$ cat config.mk
export PLATFORM = sky130hd
export DESIGN_NAME = pool_window_sequencer
export DESIGN_NICKNAME = d
export VERILOG_FILES = /design/src/rtl/pool_window_sequencer.sv
export SDC_FILE = /design/constraint.sdc
export NUM_CORES = 1
export LEC_CHECK = 0
export CORE_AREA = 5 5 180 182
export DETAILED_ROUTE_END_ITERATION = 16
export DIE_AREA = 0 0 185 187
export MAX_ROUTING_LAYER = met4
export PLACE_DENSITY = 0.61
export SYNTH_ARGS = -nofsm -noshare
export SYNTH_HDL_FRONTEND = slang
export SYNTH_SLANG_ARGS = --single-unit
$ cat constraint.sdc
create_clock -name clk -period 3.4 [get_ports clk]
set_input_delay 1.02 -clock clk [delete_from_list [all_inputs] [get_ports clk]]
set_output_delay 1.02 -clock clk [all_outputs]
set_load 0.02 [all_outputs]
$ cat src/rtl/pool_window_sequencer.sv
// Sequencer that drives a combinational 2x2 average-pooling core: fetches each
// stride-2 window from a sync-read buffer, hands it to the core, writes the result.
module pool_window_sequencer #(
  parameter int IMG_W = 4,
  parameter int AW    = 8
) (
  input  logic          clk,
  input  logic          rst_n,
  input  logic          go,
  output logic          busy,
  output logic          done,
  output logic          rd_en,
  output logic [AW-1:0] rd_addr,
  input  logic [15:0]   rd_data,
  output logic [399:0]  win_flat,
  output logic          pool_start,
  input  logic          pool_finish,
  input  logic [15:0]   pool_pixel,
  output logic          wr_en,
  output logic [AW-1:0] wr_addr,
  output logic [15:0]   wr_data
);

  localparam int OW = IMG_W / 2;

  typedef enum logic [2:0] {
    S_IDLE, S_FETCH, S_CAPT, S_POOL, S_WRITE, S_DONE
  } state_t;

  state_t        state_q, state_d;
  logic [1:0]    k_q, k_d;
  logic [AW-1:0] orow_q, orow_d, ocol_q, ocol_d;
  logic [15:0]   w00_q, w00_d, w01_q, w01_d, w10_q, w10_d, w11_q, w11_d;
  logic [15:0]   wr_data_q, wr_data_d;

  logic [AW-1:0] row, col, out_idx;
  logic          last_out;

  // Pixel coordinate of the current fetch: k[1] selects the row, k[0] the column.
  always_comb begin
    row      = {orow_q[AW-2:0], 1'b0} + {{(AW-1){1'b0}}, k_q[1]};
    col      = {ocol_q[AW-2:0], 1'b0} + {{(AW-1){1'b0}}, k_q[0]};
    out_idx  = AW'(orow_q * AW'(OW) + ocol_q);
    last_out = (orow_q == AW'(OW - 1)) && (ocol_q == AW'(OW - 1));
  end

  always_ff @(posedge clk or negedge rst_n) begin
    if (!rst_n) begin
      state_q   <= S_IDLE;
      k_q       <= '0;
      orow_q    <= '0;
      ocol_q    <= '0;
      w00_q     <= '0;
      w01_q     <= '0;
      w10_q     <= '0;
      w11_q     <= '0;
      wr_data_q <= '0;
    end else begin
      state_q   <= state_d;
      k_q       <= k_d;
      orow_q    <= orow_d;
      ocol_q    <= ocol_d;
      w00_q     <= w00_d;
      w01_q     <= w01_d;
      w10_q     <= w10_d;
      w11_q     <= w11_d;
      wr_data_q <= wr_data_d;
    end
  end

  always_comb begin
    state_d   = state_q;
    k_d       = k_q;
    orow_d    = orow_q;
    ocol_d    = ocol_q;
    w00_d     = w00_q;
    w01_d     = w01_q;
    w10_d     = w10_q;
    w11_d     = w11_q;
    wr_data_d = wr_data_q;
    case (state_q)
      S_IDLE: begin
        if (go) begin
          state_d = S_FETCH;
          k_d     = '0;
          orow_d  = '0;
          ocol_d  = '0;
        end
      end
      S_FETCH: begin
        k_d = k_q + 2'd1;
        // Read data lags the strobe by one cycle, so step k lands element k-1.
        case (k_q)
          2'd1:    w00_d = rd_data;
          2'd2:    w01_d = rd_data;
          2'd3:    w10_d = rd_data;
          default: ;
        endcase
        if (k_q == 2'd3) state_d = S_CAPT;
      end
      S_CAPT: begin
        w11_d   = rd_data;
        state_d = S_POOL;
      end
      S_POOL: begin
        if (pool_finish) begin
          wr_data_d = pool_pixel;
          state_d   = S_WRITE;
        end
      end
      S_WRITE: begin
        k_d = '0;
        if (last_out) begin
          orow_d  = '0;
          ocol_d  = '0;
          state_d = S_DONE;
        end else begin
          state_d = S_FETCH;
          if (ocol_q == AW'(OW - 1)) begin
            ocol_d = '0;
            orow_d = orow_q + AW'(1);
          end else begin
            ocol_d = ocol_q + AW'(1);
          end
        end
      end
      S_DONE:  state_d = S_IDLE;
      default: state_d = S_IDLE;
    endcase
  end

  assign busy       = (state_q != S_IDLE) && (state_q != S_DONE);
  assign done       = (state_q == S_DONE);
  assign rd_en      = (state_q == S_FETCH);
  assign rd_addr    = rd_en ? AW'(row * AW'(IMG_W) + col) : '0;
  assign pool_start = (state_q == S_POOL);
  assign wr_en      = (state_q == S_WRITE);
  assign wr_addr    = wr_en ? out_idx : '0;
  assign wr_data    = wr_data_q;

  always_comb begin
    win_flat          = '0;
    win_flat[0*16+:16] = w00_q;
    win_flat[1*16+:16] = w01_q;
    win_flat[5*16+:16] = w10_q;
    win_flat[6*16+:16] = w11_q;
  end

endmodule
==> metrics.cfg <==
[outcome]
status = finished clean

[detailed_routing]
via_per_inst = 3.49
ant_nets = 0
wl_per_cell_um = 12.9
dr.pass1.iters = 4
via_count = 4438
drc = 0
drt_first_iter_violations = 171
wl_um = 16500

[synthesis]
syn_area_per_cell_um2 = 10.2
yosys-top-cells-area = buf_4 (35%), dfrtp_1 (34%), mux2_2 (9.3%)
synthCells = 726
synth_seq_area_share_pct = 34.2
synth_top_area_cell = buf_4
synth-main-ff-cell = dfrtp_1
synth-simple-area-share_pct = 7.53
ys_types = 58
synth_area_mm2 = 0.00739
synthXorXnorAreaFrac_pct = 0.711
synth_edf_count = 0
synth_seq_cells = 101
ys_warn_count = 0
yosysMostFrequentCell = buf_4
synth_commonest_cells = buf_4 (340), dfrtp_1 (101), mux2_2 (61)
synth_adder_area_share_pct = 3.59
synth_top_area_share_pct = 34.5
async_flop_share_pct = 100
synth_compound_area_share_pct = 4.98
synthMuxAreaShare_pct = 12.5
synth_top_family_by_area = buffers and inverters

[floorplan]
initial_core_util_pct = 24.3
coreArea_mm2 = 0.0304
die_area_mm2 = 0.0346
fp.dieH_um = 187
ios = 473
die_x_um = 185
fp-row-count = 64

[timing]
setup_viol = 0
hold_viol = 0
slew_headroom_pct = 44.9
rsz0062_at_grt = yes
tightest_slew_ps = 827
fmax_mhz = 302
final.period_utilization_pct = 97.5
period_minus_slack_ps = 3310
tns_ps = 0
clock_skew_ps = 13.4
slew_viol_final = 0

[worst_setup_path]
worstSetupEndpointType = output port
path_max_fanout = 8
start_kind = flip-flop
cp.required_ps = 2380
cpMaxStageDelayCell = dfrtp_1
critPathTopFamily = adder cells
crit_type = reg -> out
arrival_ps = 2290
path_cells = buf_6 -> ha_2 -> inv_1 -> fa_2 -> nor2b_4 -> o31ai_1 -> a21oi_1 -> mux2i_1 -> buf_4
critPathBufInv = 3
max_stage_delay_ps = 380

[run]
max-cap-violations = 0

[global_route]
use_met1_pct = 10.7
grt_overflow = 0
grt_pass1_vias = 4324
antenna_found_initial = 0
grt_util_met2_pct = 15.0
grt_use_total_pct = 9.06
use_met3_pct = 2.39
grt_max_degree = 45
top_usage_layer = met2
grt_pass1_wl_um = 24200

[placement]
gp_congestion = 0.821
portBuffers = 136
dpl.hpwl_um = 13300

[cts]
cts.sink_count = 101
cts_buffer_depth = 2
clock_latency_ps = 360
holdBufCountCts = 0
cts_setup_buffers = 0
clkSlewWorstSetupHoldPaths_ps = 90
htreeDepth = 3
cts_buffers = 9
clockRootBuffer = clkbuf_16
cts_tree = yes

[hold_path]
hold_path.class = reg -> reg

[finish]
diodes = 0
nets = 928
layout-drive-gt1-share_pct = 13.3
syn2layout_area_growth_pct = 12.4

[pwr]
leakage_nw = 4.02
power_density_mw_per_mm2 = 804
peakVddDrop_mv = 0.207
finalPower_mw = 6.68

[where the power goes]
group	leakage, nW	internal (mW)	switching [mW]
Combinational	2.63	1.65	1.95
Clock	0.146	0.518	0.521
Sequential	1.24	1.74	0.298
Total	4.02	3.91	2.77
[area by class of cell]
cell class                 count  area [um^2]
tap                          396          495
multi-input combinational    595         3460
clock inverter                 7         65.1
timing repair buffer         155         1490
inverter                      10         43.8
sequential                   101         2530
clock buffer                   9          225
fill                        3235        22100
[logic make-up after synthesis]
kind of cell               after synthesis
DFF                                    101
other                                    1
xor gates and xnor gates                 6
AOI/OAI and AO/OA                       58
adders and majority gates               20
muxes                                   82
buffers and inverters                  365
and+or+nand+nor                         93
[stage by stage]
| stage | utilization (%) | cell area (um^2) | cells | worst slack (ps) | hold WS (ps) |
|---|---|---|---|---|---|
| 3_3_place_gp | 26.3 | 8010 | 1257 | 79.5 | 466 |
| 4_1_cts | 27.3 | 8300 | 1273 | 5.02 | 491 |
| 3_5_place_dp | 26.3 | 8010 | 1257 | 45.5 | 474 |
| 6_report | 27.3 | 8310 | 1273 | 86.6 | 485 |
| 2_1_floorplan | - | 8650 | 1061 | 446 | 503 |
| 5_1_grt | 27.3 | 8310 | 1273 | -83.7 | 515 |
[cells in the final DEF (no fill, tap or decap), drive strengths merged, types with 5 or more instances in the layout]
cell type / n
nand3: 6
dlygate4sd2: 5
clkdlybuf4s50: 124
nand2: 18
buf: 23
mux2: 81
nand2b: 5
nor3: 6
a21o: 5
conb: 336
dfrtp: 101
nor3b: 5
a21oi: 16
nor2: 18
ha: 18
o21ai: 13
clkbuf: 11
and2: 9
inv: 12
clkinv: 5
[sequential cells by signal (all words and copies together), names as in the netlist]
name,cells
w00_q,16
w11_q,16
ocol_q,8
k_q,2
orow_q,8
w01_q,16
wr_data,16
state_q,3
w10_q,16
[metal layers]
metal	wire, um	up-vias
li1	-	2036
met1	6460	2115
met2	8110	278
met3	1760	9
met4	140	0
met5	0	-
[timing repair]
item / in CTS / in global routing
endpoints found under the setup margin: 10 / 7
pin swaps: 0 / 1
gates resized for setup: 15 / 11
[worst paths after layout]
kind / depth (start not counted) / slack (ps) / end / startpoint
max: 9 / 90 / wr_addr[7] / orow_q[0]
min in group asynchronous: 1 / 630 / w00_q[13] / rst_n
min: 1 / 480 / w00_q[7] / w00_q[7]
max in group asynchronous: 2 / 2030 / k_q[1] / rst_n
max reg2reg: 4 / 1360 / ocol_q[5] / state_q[1]
min reg2reg: 1 / 480 / w00_q[7] / w00_q[7]
No activity file was read; power rests on OpenSTA's default activity.
==> RTL change (same settings) <==
Reset style: synchronous (`rst_n`), changed in one clocked block.
--- a/src/rtl/pool_window_sequencer.sv
+++ b/src/rtl/pool_window_sequencer.sv
@@ -44,7 +44,7 @@
     last_out = (orow_q == AW'(OW - 1)) && (ocol_q == AW'(OW - 1));
   end
 
-  always_ff @(posedge clk or negedge rst_n) begin
+  always_ff @(posedge clk) begin
     if (!rst_n) begin
       state_q   <= S_IDLE;
       k_q       <= '0;
Function: differs if rst_n is asserted again (counterexample within 4 cycles, from zero or initial values and one cycle with rst_n low); with rst_n held inactive, the same outputs for 10 cycles.
==> RTL change against the original RTL <==
- critical path depth decreased by 1
- routed wire length increased by 21%
- clock skew decreased by 2.7 ps
- setup slack improved by 27 ps
- cell area decreased by 1.3%
- hold slack got worse by 28 ps
- area after synthesis decreased by 0.64%
- sequential cell count unchanged
Power is not compared: it rests on default switching activity, and its combinational part moved more than twofold at a synthesized area within 25%.
==> RTL change: results (changes against the original RTL) <==
GRT
  – Global-route wire length before repair: 28900 µm (+19%)
  – GRT Total Usage: 10.9% (+1.9 points)
  – GR Util met1: 12.5% (+1.8 points)
  – Largest net degree at the start of global routing: 55 (+22%)

STA
  – Max_slew headroom: 37.6% (-7.2 points)
  – Max Clock Skew: 10.7 ps (-2.73 ps)

Placed design
  – GPL Wtd Cong: 0.823 (+0.29%)
  – Hpwl dp: 15500 µm (+17%)

Worst setup path
  – Cells on worst reg2reg path: 8 (+4)
  – R2r setup slk: 1180 ps (-180 ps)
  – CP arrival: 2270 ps (-20 ps)
  – Critical path's slowest cell: fa_2
  – Setup crit end: rd_addr[6]
  – Critical Path Start: ocol_q[1]$_SDFFE_PN0P_
  – Worst R2R Start: state_q[0]$_SDFFE_PN0P_
  – R2R Path End: orow_q[5]$_SDFFE_PN0P_
  – Critical path peak fanout: 4 (-4)

Worst hold path
  – HP Start: w01_q[5]$_SDFFE_PN0P_
  – Hold EP: w01_q[5]$_SDFFE_PN0P_
  – Hold Path Stages: 2 (+1)

Routing
  – Drt first-iter violations: 235 (+37%)
  – Via count of the routed design: 5317 (+20%)
  – M1 wire length: 7690 µm (+19%)
  – Routed wire length: 19800 µm (+21%)

Logic synthesis
  – Seq/Total Area, Yosys: 27.5% (-6.7 points)
  – Multiplexer share of the synthesized area: 0.136% (-12 points)
  – Main area contributors after synthesis: buf_4, dfxtp_1, nand2_1, a21boi_0, ha_1
  – Primary FF master, synth: dfxtp_1
  – Synth Area in Compound Gates: 13.9% (+8.9 points)

Finish
  – FILL cells: 3310 (+2.3%)

Clock tree
  – PostCTS Resize Cnt: 11 (-4)

Run status
  – Status: finished, final reports clean
[RTL change: area by class of cell]
cell class                      count  area [µm²]  share of cell area [%]
Multi-Input combinational cell    767        3840                    46.9
Tap cell                          396         495                    6.04
Clock buffer                       11         243                    2.96
Clock inverter                      5        55.1                   0.672
Sequential cell                   101        2020                    24.7
Timing Repair Buffer              154        1490                    18.2
Inverter                           10        42.5                   0.519
[RTL change: logic make-up after synthesis]
logic type | Yosys count
buffers and inverters | 379
AND/OR/NAND/NOR | 263
AO/OA/AOI/OAI | 140
flip-flops | 101
adder cells (fa/ha/maj) | 20
XOR/XNOR | 7
other | 1
multiplexers | 1
[RTL change: through the flow]
stage	cell area [µm²]	setup WS (ps)	cells	hold WS, ps
after floorplan	8600	485	1247	485
after global placement	7900	86.7	1428	440
after detailed placement	7900	77.0	1428	446
after CTS	8190	23.1	1444	458
after global routing	8200	4.59	1444	472
final	8200	114	1444	456
